<file path="src/rtl/mod_cache_arbiter_if.sv">
// Bundle of the I-cache, D-cache and memory-bus handshakes around the cache arbiter.
// The master modport is the arbiter's view; slave is the caches/memory side.
interface mod_cache_arbiter_if #(
    parameter int ADDRWIDTH = 64,
    parameter int TAGWIDTH  = 13,
    parameter int BEATWIDTH = 64,
    parameter int BEATS     = 8
);
    localparam int LINEWIDTH = BEATS * BEATWIDTH;

    logic                 i_reqcyc;
    logic [ADDRWIDTH-1:0] i_req;
    logic [TAGWIDTH-1:0]  i_reqtag;
    logic                 i_reqack;
    logic                 i_respcyc;
    logic [LINEWIDTH-1:0] i_resp;
    logic [TAGWIDTH-1:0]  i_resptag;
    logic                 i_respack;

    logic                 d_reqcyc;
    logic [ADDRWIDTH-1:0] d_req;
    logic [TAGWIDTH-1:0]  d_reqtag;
    logic [LINEWIDTH-1:0] d_wdata;
    logic                 d_reqack;
    logic                 d_respcyc;
    logic [LINEWIDTH-1:0] d_resp;
    logic [TAGWIDTH-1:0]  d_resptag;
    logic                 d_respack;

    logic                 m_reqcyc;
    logic [BEATWIDTH-1:0] m_req;
    logic [TAGWIDTH-1:0]  m_reqtag;
    logic                 m_reqack;
    logic                 m_respcyc;
    logic [BEATWIDTH-1:0] m_resp;
    logic [TAGWIDTH-1:0]  m_resptag;
    logic                 m_respack;

    modport master (
        input  i_reqcyc, i_req, i_reqtag, i_respack,
        output i_reqack, i_respcyc, i_resp, i_resptag,
        input  d_reqcyc, d_req, d_reqtag, d_wdata, d_respack,
        output d_reqack, d_respcyc, d_resp, d_resptag,
        output m_reqcyc, m_req, m_reqtag, m_respack,
        input  m_reqack, m_respcyc, m_resp, m_resptag
    );

    modport slave (
        output i_reqcyc, i_req, i_reqtag, i_respack,
        input  i_reqack, i_respcyc, i_resp, i_resptag,
        output d_reqcyc, d_req, d_reqtag, d_wdata, d_respack,
        input  d_reqack, d_respcyc, d_resp, d_resptag,
        input  m_reqcyc, m_req, m_reqtag, m_respack,
        output m_reqack, m_respcyc, m_resp, m_resptag
    );
endinterface

</file>
<file path="src/rtl/mod_cache_arbiter.sv">
// Round-robin I/D cache arbiter: one line transaction at a time, serialised onto
// the memory bus as an address phase plus BEATS data beats.
module mod_cache_arbiter #(
    parameter int ADDRWIDTH = 64,
    parameter int TAGWIDTH  = 13,
    parameter int BEATWIDTH = 64,
    parameter int BEATS     = 8
) (
    input  logic                 clk,
    input  logic                 reset,
    mod_cache_arbiter_if.master  bus
);
    localparam int LINEWIDTH = BEATS * BEATWIDTH;
    localparam int CNTW      = (BEATS > 1) ? $clog2(BEATS) : 1;
    localparam logic [CNTW-1:0] LAST_BEAT = CNTW'(BEATS - 1);

    typedef enum logic [2:0] {IDLE, ISSUE, RD_BEATS, WR_BEATS, DELIVER} state_t;

    state_t               r_state;
    state_t               w_state_next;
    logic [CNTW-1:0]      r_cnt;
    logic                 r_last_d;
    logic                 r_port_d;
    logic                 r_is_wr;
    logic [ADDRWIDTH-1:0] r_addr;
    logic [TAGWIDTH-1:0]  r_tag;
    logic [LINEWIDTH-1:0] r_line;
    logic                 r_reqack_i;
    logic                 r_reqack_d;

    logic                 w_any_req;
    logic                 w_grant_d;
    logic                 w_beat_ok;
    logic [BEATWIDTH-1:0] w_beat [BEATS];

    genvar gi;
    generate
        for (gi = 0; gi < BEATS; gi++) begin : g_beat
            assign w_beat[gi] = r_line[gi*BEATWIDTH +: BEATWIDTH];
        end
    endgenerate

    assign w_any_req = bus.i_reqcyc | bus.d_reqcyc;
    // Sole requester wins; on a tie the port that was not granted last wins.
    assign w_grant_d = bus.d_reqcyc & (~bus.i_reqcyc | ~r_last_d);
    assign w_beat_ok = bus.m_respcyc && (bus.m_resptag == r_tag);

    always_ff @(posedge clk) begin
        if (reset) begin
            r_state <= IDLE;
        end else begin
            r_state <= w_state_next;
        end
    end

    always_comb begin
        w_state_next  = r_state;
        bus.i_reqack  = r_reqack_i;
        bus.d_reqack  = r_reqack_d;
        bus.i_respcyc = 1'b0;
        bus.i_resp    = '0;
        bus.i_resptag = '0;
        bus.d_respcyc = 1'b0;
        bus.d_resp    = '0;
        bus.d_resptag = '0;
        bus.m_reqcyc  = 1'b0;
        bus.m_req     = '0;
        bus.m_reqtag  = '0;
        bus.m_respack = bus.m_respcyc;
        case (r_state)
            IDLE: begin
                if (w_any_req) w_state_next = ISSUE;
            end
            ISSUE: begin
                bus.m_reqcyc = 1'b1;
                bus.m_req    = BEATWIDTH'(r_addr);
                bus.m_reqtag = r_tag;
                if (bus.m_reqack) w_state_next = r_is_wr ? WR_BEATS : RD_BEATS;
            end
            RD_BEATS: begin
                if (w_beat_ok && r_cnt == LAST_BEAT) w_state_next = DELIVER;
            end
            WR_BEATS: begin
                bus.m_reqcyc = 1'b1;
                bus.m_req    = w_beat[r_cnt];
                bus.m_reqtag = r_tag;
                if (bus.m_reqack && r_cnt == LAST_BEAT) w_state_next = DELIVER;
            end
            DELIVER: begin
                if (r_port_d) begin
                    bus.d_respcyc = 1'b1;
                    bus.d_resptag = r_tag;
                    bus.d_resp    = r_is_wr ? '0 : r_line;
                    if (bus.d_respack) w_state_next = IDLE;
                end else begin
                    bus.i_respcyc = 1'b1;
                    bus.i_resptag = r_tag;
                    bus.i_resp    = r_line;
                    if (bus.i_respack) w_state_next = IDLE;
                end
            end
            default: w_state_next = IDLE;
        endcase
    end

    always_ff @(posedge clk) begin
        if (reset) begin
            r_cnt      <= '0;
            r_last_d   <= 1'b1;
            r_port_d   <= 1'b0;
            r_is_wr    <= 1'b0;
            r_addr     <= '0;
            r_tag      <= '0;
            r_line     <= '0;
            r_reqack_i <= 1'b0;
            r_reqack_d <= 1'b0;
        end else begin
            r_reqack_i <= 1'b0;
            r_reqack_d <= 1'b0;
            case (r_state)
                IDLE: begin
                    if (w_any_req) begin
                        r_port_d   <= w_grant_d;
                        r_last_d   <= w_grant_d;
                        r_reqack_i <= ~w_grant_d;
                        r_reqack_d <= w_grant_d;
                        r_addr     <= w_grant_d ? bus.d_req : bus.i_req;
                        r_tag      <= w_grant_d ? bus.d_reqtag : bus.i_reqtag;
                        r_is_wr    <= w_grant_d & bus.d_reqtag[TAGWIDTH-1];
                        r_line     <= w_grant_d ? bus.d_wdata : '0;
                    end
                end
                ISSUE: begin
                    if (bus.m_reqack) r_cnt <= '0;
                end
                RD_BEATS: begin
                    // Foreign-tagged beats are acked combinationally but never stored.
                    if (w_beat_ok) begin
                        r_line[int'(r_cnt)*BEATWIDTH +: BEATWIDTH] <= bus.m_resp;
                        r_cnt <= r_cnt + 1'b1;
                    end
                end
                WR_BEATS: begin
                    if (bus.m_reqack) r_cnt <= r_cnt + 1'b1;
                end
                default: ;
            endcase
        end
    end
endmodule

</file>
<file path="src/flat_wrapper.sv">
// flat-port wrapper written by rule: the top's interface ports become plain ports
module mod_cache_arbiter_flat 
#(
    parameter int ADDRWIDTH = 64,
    parameter int TAGWIDTH  = 13,
    parameter int BEATWIDTH = 64,
    parameter int BEATS     = 8
)
  (clk, reset, bus_i_reqcyc, bus_i_req, bus_i_reqtag, bus_i_respack, bus_i_reqack, bus_i_respcyc, bus_i_resp, bus_i_resptag, bus_d_reqcyc, bus_d_req, bus_d_reqtag, bus_d_wdata, bus_d_respack, bus_d_reqack, bus_d_respcyc, bus_d_resp, bus_d_resptag, bus_m_reqcyc, bus_m_req, bus_m_reqtag, bus_m_respack, bus_m_reqack, bus_m_respcyc, bus_m_resp, bus_m_resptag);
  mod_cache_arbiter_if #(.ADDRWIDTH(ADDRWIDTH), .TAGWIDTH(TAGWIDTH), .BEATWIDTH(BEATWIDTH), .BEATS(BEATS)) bus_i ();
  input  logic clk;
  input  logic reset;
  input wire logic [$bits(bus_i.i_reqcyc)-1:0] bus_i_reqcyc;
  input wire logic [$bits(bus_i.i_req)-1:0] bus_i_req;
  input wire logic [$bits(bus_i.i_reqtag)-1:0] bus_i_reqtag;
  input wire logic [$bits(bus_i.i_respack)-1:0] bus_i_respack;
  output wire logic [$bits(bus_i.i_reqack)-1:0] bus_i_reqack;
  output wire logic [$bits(bus_i.i_respcyc)-1:0] bus_i_respcyc;
  output wire logic [$bits(bus_i.i_resp)-1:0] bus_i_resp;
  output wire logic [$bits(bus_i.i_resptag)-1:0] bus_i_resptag;
  input wire logic [$bits(bus_i.d_reqcyc)-1:0] bus_d_reqcyc;
  input wire logic [$bits(bus_i.d_req)-1:0] bus_d_req;
  input wire logic [$bits(bus_i.d_reqtag)-1:0] bus_d_reqtag;
  input wire logic [$bits(bus_i.d_wdata)-1:0] bus_d_wdata;
  input wire logic [$bits(bus_i.d_respack)-1:0] bus_d_respack;
  output wire logic [$bits(bus_i.d_reqack)-1:0] bus_d_reqack;
  output wire logic [$bits(bus_i.d_respcyc)-1:0] bus_d_respcyc;
  output wire logic [$bits(bus_i.d_resp)-1:0] bus_d_resp;
  output wire logic [$bits(bus_i.d_resptag)-1:0] bus_d_resptag;
  output wire logic [$bits(bus_i.m_reqcyc)-1:0] bus_m_reqcyc;
  output wire logic [$bits(bus_i.m_req)-1:0] bus_m_req;
  output wire logic [$bits(bus_i.m_reqtag)-1:0] bus_m_reqtag;
  output wire logic [$bits(bus_i.m_respack)-1:0] bus_m_respack;
  input wire logic [$bits(bus_i.m_reqack)-1:0] bus_m_reqack;
  input wire logic [$bits(bus_i.m_respcyc)-1:0] bus_m_respcyc;
  input wire logic [$bits(bus_i.m_resp)-1:0] bus_m_resp;
  input wire logic [$bits(bus_i.m_resptag)-1:0] bus_m_resptag;
  assign bus_i.i_reqcyc = bus_i_reqcyc;
  assign bus_i.i_req = bus_i_req;
  assign bus_i.i_reqtag = bus_i_reqtag;
  assign bus_i.i_respack = bus_i_respack;
  assign bus_i_reqack = bus_i.i_reqack;
  assign bus_i_respcyc = bus_i.i_respcyc;
  assign bus_i_resp = bus_i.i_resp;
  assign bus_i_resptag = bus_i.i_resptag;
  assign bus_i.d_reqcyc = bus_d_reqcyc;
  assign bus_i.d_req = bus_d_req;
  assign bus_i.d_reqtag = bus_d_reqtag;
  assign bus_i.d_wdata = bus_d_wdata;
  assign bus_i.d_respack = bus_d_respack;
  assign bus_d_reqack = bus_i.d_reqack;
  assign bus_d_respcyc = bus_i.d_respcyc;
  assign bus_d_resp = bus_i.d_resp;
  assign bus_d_resptag = bus_i.d_resptag;
  assign bus_m_reqcyc = bus_i.m_reqcyc;
  assign bus_m_req = bus_i.m_req;
  assign bus_m_reqtag = bus_i.m_reqtag;
  assign bus_m_respack = bus_i.m_respack;
  assign bus_i.m_reqack = bus_m_reqack;
  assign bus_i.m_respcyc = bus_m_respcyc;
  assign bus_i.m_resp = bus_m_resp;
  assign bus_i.m_resptag = bus_m_resptag;
  mod_cache_arbiter #(.ADDRWIDTH(ADDRWIDTH), .TAGWIDTH(TAGWIDTH), .BEATWIDTH(BEATWIDTH), .BEATS(BEATS)) u_core (.clk(clk), .reset(reset), .bus(bus_i));
endmodule
</file>
<file path="config.mk">
export PLATFORM = sky130hd
export DESIGN_NAME = mod_cache_arbiter_flat
export DESIGN_NICKNAME = d
export VERILOG_FILES = /design/src/rtl/mod_cache_arbiter_if.sv /design/src/rtl/mod_cache_arbiter.sv /design/src/flat_wrapper.sv
export SDC_FILE = /design/constraint.sdc
export NUM_CORES = 2
export LEC_CHECK = 0
export BUFFER_PORTS_ARGS = -buffer_cell sky130_fd_sc_hd__clkbuf_2
export CAP_MARGIN = 20
export CORE_AREA = 2 2 725 727
export DETAILED_ROUTE_END_ITERATION = 10
export DIE_AREA = 0 0 727 729
export GPL_TIMING_DRIVEN = 0
export MAX_ROUTING_LAYER = met4
export PLACE_DENSITY = 0.33
export SYNTH_ARGS = -nofsm -noshare
export SYNTH_HDL_FRONTEND = slang
export SYNTH_SLANG_ARGS = --single-unit
export TNS_END_PERCENT = 30
</file>
<file path="constraint.sdc">
create_clock -name clk -period 3.6 [get_ports clk]
set_clock_uncertainty 0.05 [all_clocks]
set_input_delay 0.18 -clock clk [delete_from_list [all_inputs] [get_ports clk]]
set_output_delay 0.18 -clock clk [all_outputs]
set_load 0.1 [all_outputs]
</file>
Word-level counts from Yosys, hierarchy flattened --
Cells that the tools add are included.
Storage, ports and cells: word-level logic and storage cells 90, register bits 600, bits of input ports 751, output and inout port bits 1133
Cells by class: add/subtract/negate cells 2, equal/unequal tests 14, $lt $le $gt $ge 1, bitwise operators 10, muxes and demuxes 39, shift-type cells 2, reductions and logical operators 12
Operator list (count):
- 2-to-1 mux 512 bit | 8
- one-hot mux 512 bit (2 select lines) | 1
- bitwise mux 512 bit | 1
- variable shift 64 x 33 -> 512 bit (first input constant) | 1
- variable part select 64 x 33 -> 512 bit | 1
- binary-select mux 64 bit (select 3 bit) | 1
- 2-to-1 mux 64 bit | 3
- one-hot mux 64 bit (2 select lines) | 1
- 2-to-1 mux 13 bit | 6
- negator 9 -> 33 bit | 1
- 2-to-1 mux 3 bit | 10
- one-hot mux 3 bit (5 select lines) | 1
- equality test 13 bit | 1
- one-hot mux 3 bit (3 select lines) | 1
- != test 2 x 1 -> 1 bit (second input constant) | 4
- equality test 3 x 2 -> 1 bit (second input constant) | 2
- equality test 3 bit (second input constant) | 2
- 2-to-1 mux 1 bit | 6
- AND reduction 6 bit | 1
- inverter 1 bit | 5
- greater-or-equal comparator 4 bit (second input constant) | 1
- != test 2 bit (second input constant) | 2
- inverter 3 -> 4 bit | 1
- AND reduction 4 bit | 1
- 14 further kinds | 18

Longest topological paths before layout --
depth after elaboration 6, depth in mapped cells 13, mapped depth without buffers 8

Least setup slack after synthesis --
OpenSTA, ideal clock, no wires.
kind reg2out, start point reg u_core.r_cnt[0], end point out bus_m_req[10], data arrival time 3.757 ns, cell stages (with the launch flop) 7, data required time 3.370 ns, setup slack -0.387 ns, buffers on the path 3, cell sequence dfxtp_1 > clkbuf_1 > clkbuf_1 > clkbuf_1 > mux2_2 > o22ai_1 > o31ai_1
Between the ends: word-level cells in the longest chain between the ends 5
RTL lines:
- from (decl) | line mod_cache_arbiter.sv:21 | logic [CNTW-1:0] r_cnt;
- from (signal assigned) | line mod_cache_arbiter.sv:140 | r_cnt <= r_cnt + 1'b1;
- from (signal assigned) | line mod_cache_arbiter.sv:144 | if (bus.m_reqack) r_cnt <= r_cnt + 1'b1;
- inverter 3 -> 4 bit (implied by the code) | line mod_cache_arbiter.sv:85 | bus.m_req = w_beat[r_cnt];
- binary-select mux 64 bit (select 3 bit) | line mod_cache_arbiter.sv:85
- 2-to-1 mux 64 bit (implied by the code) (2 in series) | line mod_cache_arbiter.sv:85
- one-hot mux 64 bit (2 select lines) | line mod_cache_arbiter.sv:70 | case (r_state)
- to (decl) | line flat_wrapper.sv:31 | output wire logic [$bits(bus_i.m_req)-1:0] bus_m_req;
No other way between the ends. The select of a mux whose other input is x is not followed.

Final worst setup path --
start point reg u_core.r_last_d, end point reg u_core.r_line[411]
Between the ends: word-level cells in the longest chain between the ends 6
RTL lines:
- from (decl) | line mod_cache_arbiter.sv:22 | logic r_last_d;
- from (signal assigned) | line mod_cache_arbiter.sv:124 | r_last_d <= w_grant_d;
- inverter 1 bit | line mod_cache_arbiter.sv:45 | assign w_grant_d = bus.d_reqcyc & (~bus.i_reqcyc | ~r_last_d);
- bitwise OR 1 bit | line mod_cache_arbiter.sv:45
- bitwise AND 1 bit | line mod_cache_arbiter.sv:45
- 2-to-1 mux 512 bit | line mod_cache_arbiter.sv:130 | r_line <= w_grant_d ? bus.d_wdata : '0;
- 2-to-1 mux 512 bit | line mod_cache_arbiter.sv:122 | if (w_any_req) begin
- one-hot mux 512 bit (2 select lines) | line mod_cache_arbiter.sv:120 | case (r_state)
- to (signal assigned) | line mod_cache_arbiter.sv:130
- to (signal, indexed assignment) | line mod_cache_arbiter.sv:139 | r_line[int'(r_cnt)*BEATWIDTH +: BEATWIDTH] <= bus.m_resp;
- to (decl) | line mod_cache_arbiter.sv:27 | logic [LINEWIDTH-1:0] r_line;
No other way between the ends. The select of a mux whose other input is x is not followed. A chain may end at the register's enable or synchronous reset.

==> flow_summary.json <==
{
  "cp_data_arrival_time_ps": 4300,
  "path_buf_inv": 5,
  "clkSlewWorstSetupHoldPaths_ps": 70,
  "drtAntennaViolNets": 0,
  "ys_types": 55,
  "crit_path_start_kind": "flip-flop",
  "clock-sinks": 600,
  "drtIter0Drc": 6547,
  "row_count": 266,
  "cp_top_family": "buffers and inverters",
  "dieArea_sq_mm": 0.530,
  "slowest_stage": "buf_1",
  "drive_above_1_share": 0.425,
  "grt_overflow": 0,
  "ir_worst_vdd_mv": 0.443,
  "path_cells": "a21boi_0, buf_4, buf_12, nor2b_1, buf_2, buf_2, buf_1, a22oi_1, a221oi_2",
  "route.detailed.drc": 0,
  "die_h_um": 729,
  "total_leakage_power_nw": 33.0,
  "grt_pass1_vias": 54000,
  "synth_area_sq_mm": 0.0422,
  "layout_setup_ws_ps": 9.89,
  "hold_violations": 0,
  "syn_to_final_growth_pct": 95.0,
  "rsz0062_at_grt": "true",
  "cpMostUsedCell": "buf_2",
  "period_minus_slack_ps": 3590,
  "reg2reg_depth": 9,
  "drt_pre_antenna_iters": 6,
  "gp_congestion": 0.997,
  "worst-slew-pin-transition_ps": 1330,
  "reg2reg_slack_ps": 10,
  "setup.worst_path.start": "u_core.r_last_d$_SDFFE_PP1P_",
  "dpl.hpwl_um": 559000,
  "final_area_sq_mm": 0.0822,
  "worstReg2RegEnd": "u_core.r_line[411]$_SDFFE_PP0P_",
  "insertion_delay_ps": 840,
  "relSlewSlack": 0.114,
  "cts_tree": "built",
  "vias": 56900,
  "status": "complete, no violations",
  "slew_viol_final": 0,
  "io_buffers": 1818,
  "fmax_ghz": 0.279,
  "initial_core_util": 0.0807,
  "crit_path_end_kind": "flip-flop",
  "syn_inst": 4832,
  "async_flop_share": 0,
  "ys_warn_count": 0,
  "powerDensity_mw_per_mm2": 674,
  "wl_per_cell_um": 44.1,
  "crit_cells": 9,
  "synth_nets": 5587,
  "finalNonFillerCells": 14900,
  "drt_wl_total_um": 658000,
  "fp.dieW_um": 727,
  "cp_max_fo": 10,
  "critical_path_class": "reg -> reg",
  "antenna_found_initial": 334,
  "grtUsageTotal": 0.245,
  "grt_max_degree": 14,
  "cts_max_level": 3,
  "hp-class": "in -> reg",
  "place_ws_ps": -2660,
  "yosysSeqAreaShare": 0.285,
  "ys_seq_elements": 600,
  "cts_root_buffer": "clkbuf_16",
  "dp_cells": 13700,
  "placed_area_sq_mm": 0.0624,
  "synthFlopType": "dfxtp_1",
  "r2r-start": "u_core.r_last_d$_SDFFE_PP1P_",
  "cpPeakStageDelay_ps": 830,
  "cts_buffer_depth": 4,
  "vias_per_cell": 3.82,
  "synth_edf_count": 0,
  "drv_cap": 0,
  "coreArea_sq_mm": 0.523,
  "grt_pass1_wl_um": 780000,
  "cp.required_ps": 4310,
  "cts_buffers": 99,
  "crit_end": "u_core.r_line[411]$_SDFFE_PP0P_",
  "io_pins": 1884,
  "nets": 8404,
  "synth_area_per_cell_sq_um": 8.73,
  "fin_crit_sh": 0.997,
  "hold_start": "bus_m_resp[33]",
  "setup_viol": 0
}
[layout make-up]
type                    instances  area [sq um]
diodes                        221           553
fillers                     59400        441000
multi-input cells            3638         28200
well taps                    6968          8720
repair buffers               2722         24800
flip-flops and latches        600         12000
clock buffers                 141          2870
clock inverters                32           362
plain buffers                 582          4720
inverters                       6          22.5
[worst min-delay path by stage]
stage                     slack, ps                         endpoint  cells past startpoint
after global placement          420     u_core.r_last_d$_SDFFE_PP1P_                      1
after global routing             80  u_core.r_line[302]$_SDFFE_PP0P_                      3
after CTS                        20  u_core.r_line[225]$_SDFFE_PP0P_                      4
final                             5  u_core.r_line[225]$_SDFFE_PP0P_                      4
after floorplan                 300      u_core.r_is_wr$_SDFFE_PP0P_                      2
after detailed placement        430     u_core.r_last_d$_SDFFE_PP1P_                      1
[tightest hold or removal path: stages]
cell and delay (ps):
clkbuf_1 350, a22oi_1 130, nor2_1 90, mux2_4 140
[registers in the layout (all words and copies together) (netlist names)]
name / count
u_core.bus.i_reqack: 1
u_core.r_addr: 64
u_core.r_state: 3
u_core.r_tag: 13
u_core.bus.d_reqack: 1
u_core.r_last_d: 1
u_core.r_line: 512
u_core.r_is_wr: 1
u_core.r_port_d: 1
u_core.r_cnt: 3
[synth_stat cells (6+ instances only)]
master / count / area share
xnor2_1: 10 / 0.0021
buf_2: 59 / 0.0070
mux2_4: 240 / 0.085
a221oi_2: 97 / 0.035
buf_4: 23 / 0.0041
mux2i_1: 79 / 0.019
mux4_2: 64 / 0.034
mux2_2: 145 / 0.039
a211oi_1: 76 / 0.014
dfxtp_1: 600 / 0.28
and2_1: 1058 / 0.16
o22ai_1: 65 / 0.0096
buf_8: 6 / 0.0021
a22oi_1: 512 / 0.091
a221oi_1: 159 / 0.033
nor2_1: 659 / 0.059
nand2_1: 78 / 0.0069
buf_1: 40 / 0.0036
nor2b_1: 264 / 0.039
clkbuf_1: 417 / 0.037
o31ai_1: 64 / 0.011
a21oi_1: 6 / 0.00071
buf_6: 43 / 0.011
[cells by family after synthesis]
kind of cell             count (synthesis)  synth area share
AND/OR/NAND/NOR                       2098             0.270
AO/OA/AOI/OAI                          998             0.199
flip-flops                             600             0.285
buffers and inverters                  594            0.0659
multiplexers                           528             0.177
XOR/XNOR                                10           0.00208
adder cells (fa/ha/maj)                  4           0.00119
[metrics by stage]
step	TNS (ps)	power, W	utilization	hold WS [ps]
2_1_floorplan	-17390	0.0243	-	301
3_3_place_gp	-7100130	0.0414	0.115	421
3_5_place_dp	-1673810	0.0425	0.119	431
4_1_cts	-17580	0.0556	0.155	18.3
5_1_grt	-75.4	0.0566	0.157	78.0
6_report	0	0.0554	0.157	5.31
[repair_timing]
action / 4_1_cts / 5_1_grt
hold endpoints to repair: 599 / 0
setup endpoints to repair: 1667 / 923
gates resized for setup: 1849 / 426
buffers inserted: 73 / 5
hold buffers: 701 / 0
gates cloned: 15 / 0
pin swaps: 28 / 3
[cells in the final DEF (no fill, tap or decap), types with 12 or more instances in the layout]
| cell type | count |
|---|---|
| clkbuf_16 | 213 |
| and2_2 | 23 |
| mux2_4 | 241 |
| clkbuf_1 | 206 |
| mux2i_1 | 79 |
| dlygate4sd3_1 | 701 |
| nand2_1 | 75 |
| o31ai_4 | 12 |
| and2_1 | 997 |
| diode_2 | 221 |
| buf_4 | 89 |
| clkbuf_2 | 1018 |
| a211oi_1 | 76 |
| o31ai_2 | 27 |
| buf_12 | 83 |
| buf_2 | 55 |
| nor2_1 | 649 |
| buf_1 | 17 |
| buf_16 | 35 |
| a22oi_1 | 504 |
| mux2_2 | 144 |
| a221oi_2 | 101 |
| a221oi_1 | 155 |
| buf_8 | 74 |
| clkbuf_4 | 545 |
| nor2b_1 | 263 |
| clkbuf_8 | 278 |
| o22ai_2 | 15 |
| and2_4 | 41 |
| o22ai_1 | 45 |
| buf_6 | 128 |
| mux4_2 | 64 |
| dfxtp_1 | 595 |
| o31ai_1 | 25 |
[report_power, final]
| group | switching [W] | total, W | internal, W |
|---|---|---|---|
| Combinational | 0.0193 | 0.0290 | 0.00973 |
| Sequential | 0.00724 | 0.0161 | 0.00885 |
| Clock | 0.00447 | 0.0104 | 0.00588 |
[per-layer routing]
metal  share of wire  global-route usage  vias to the layer above
met5               0                   -                        -
met4           0.047              0.0948                        0
met3           0.093              0.0756                      729
met2            0.45               0.386                     3760
met1            0.41               0.291                    29300
li1                -                   -                    23100
(Power assumes the default switching activity.)
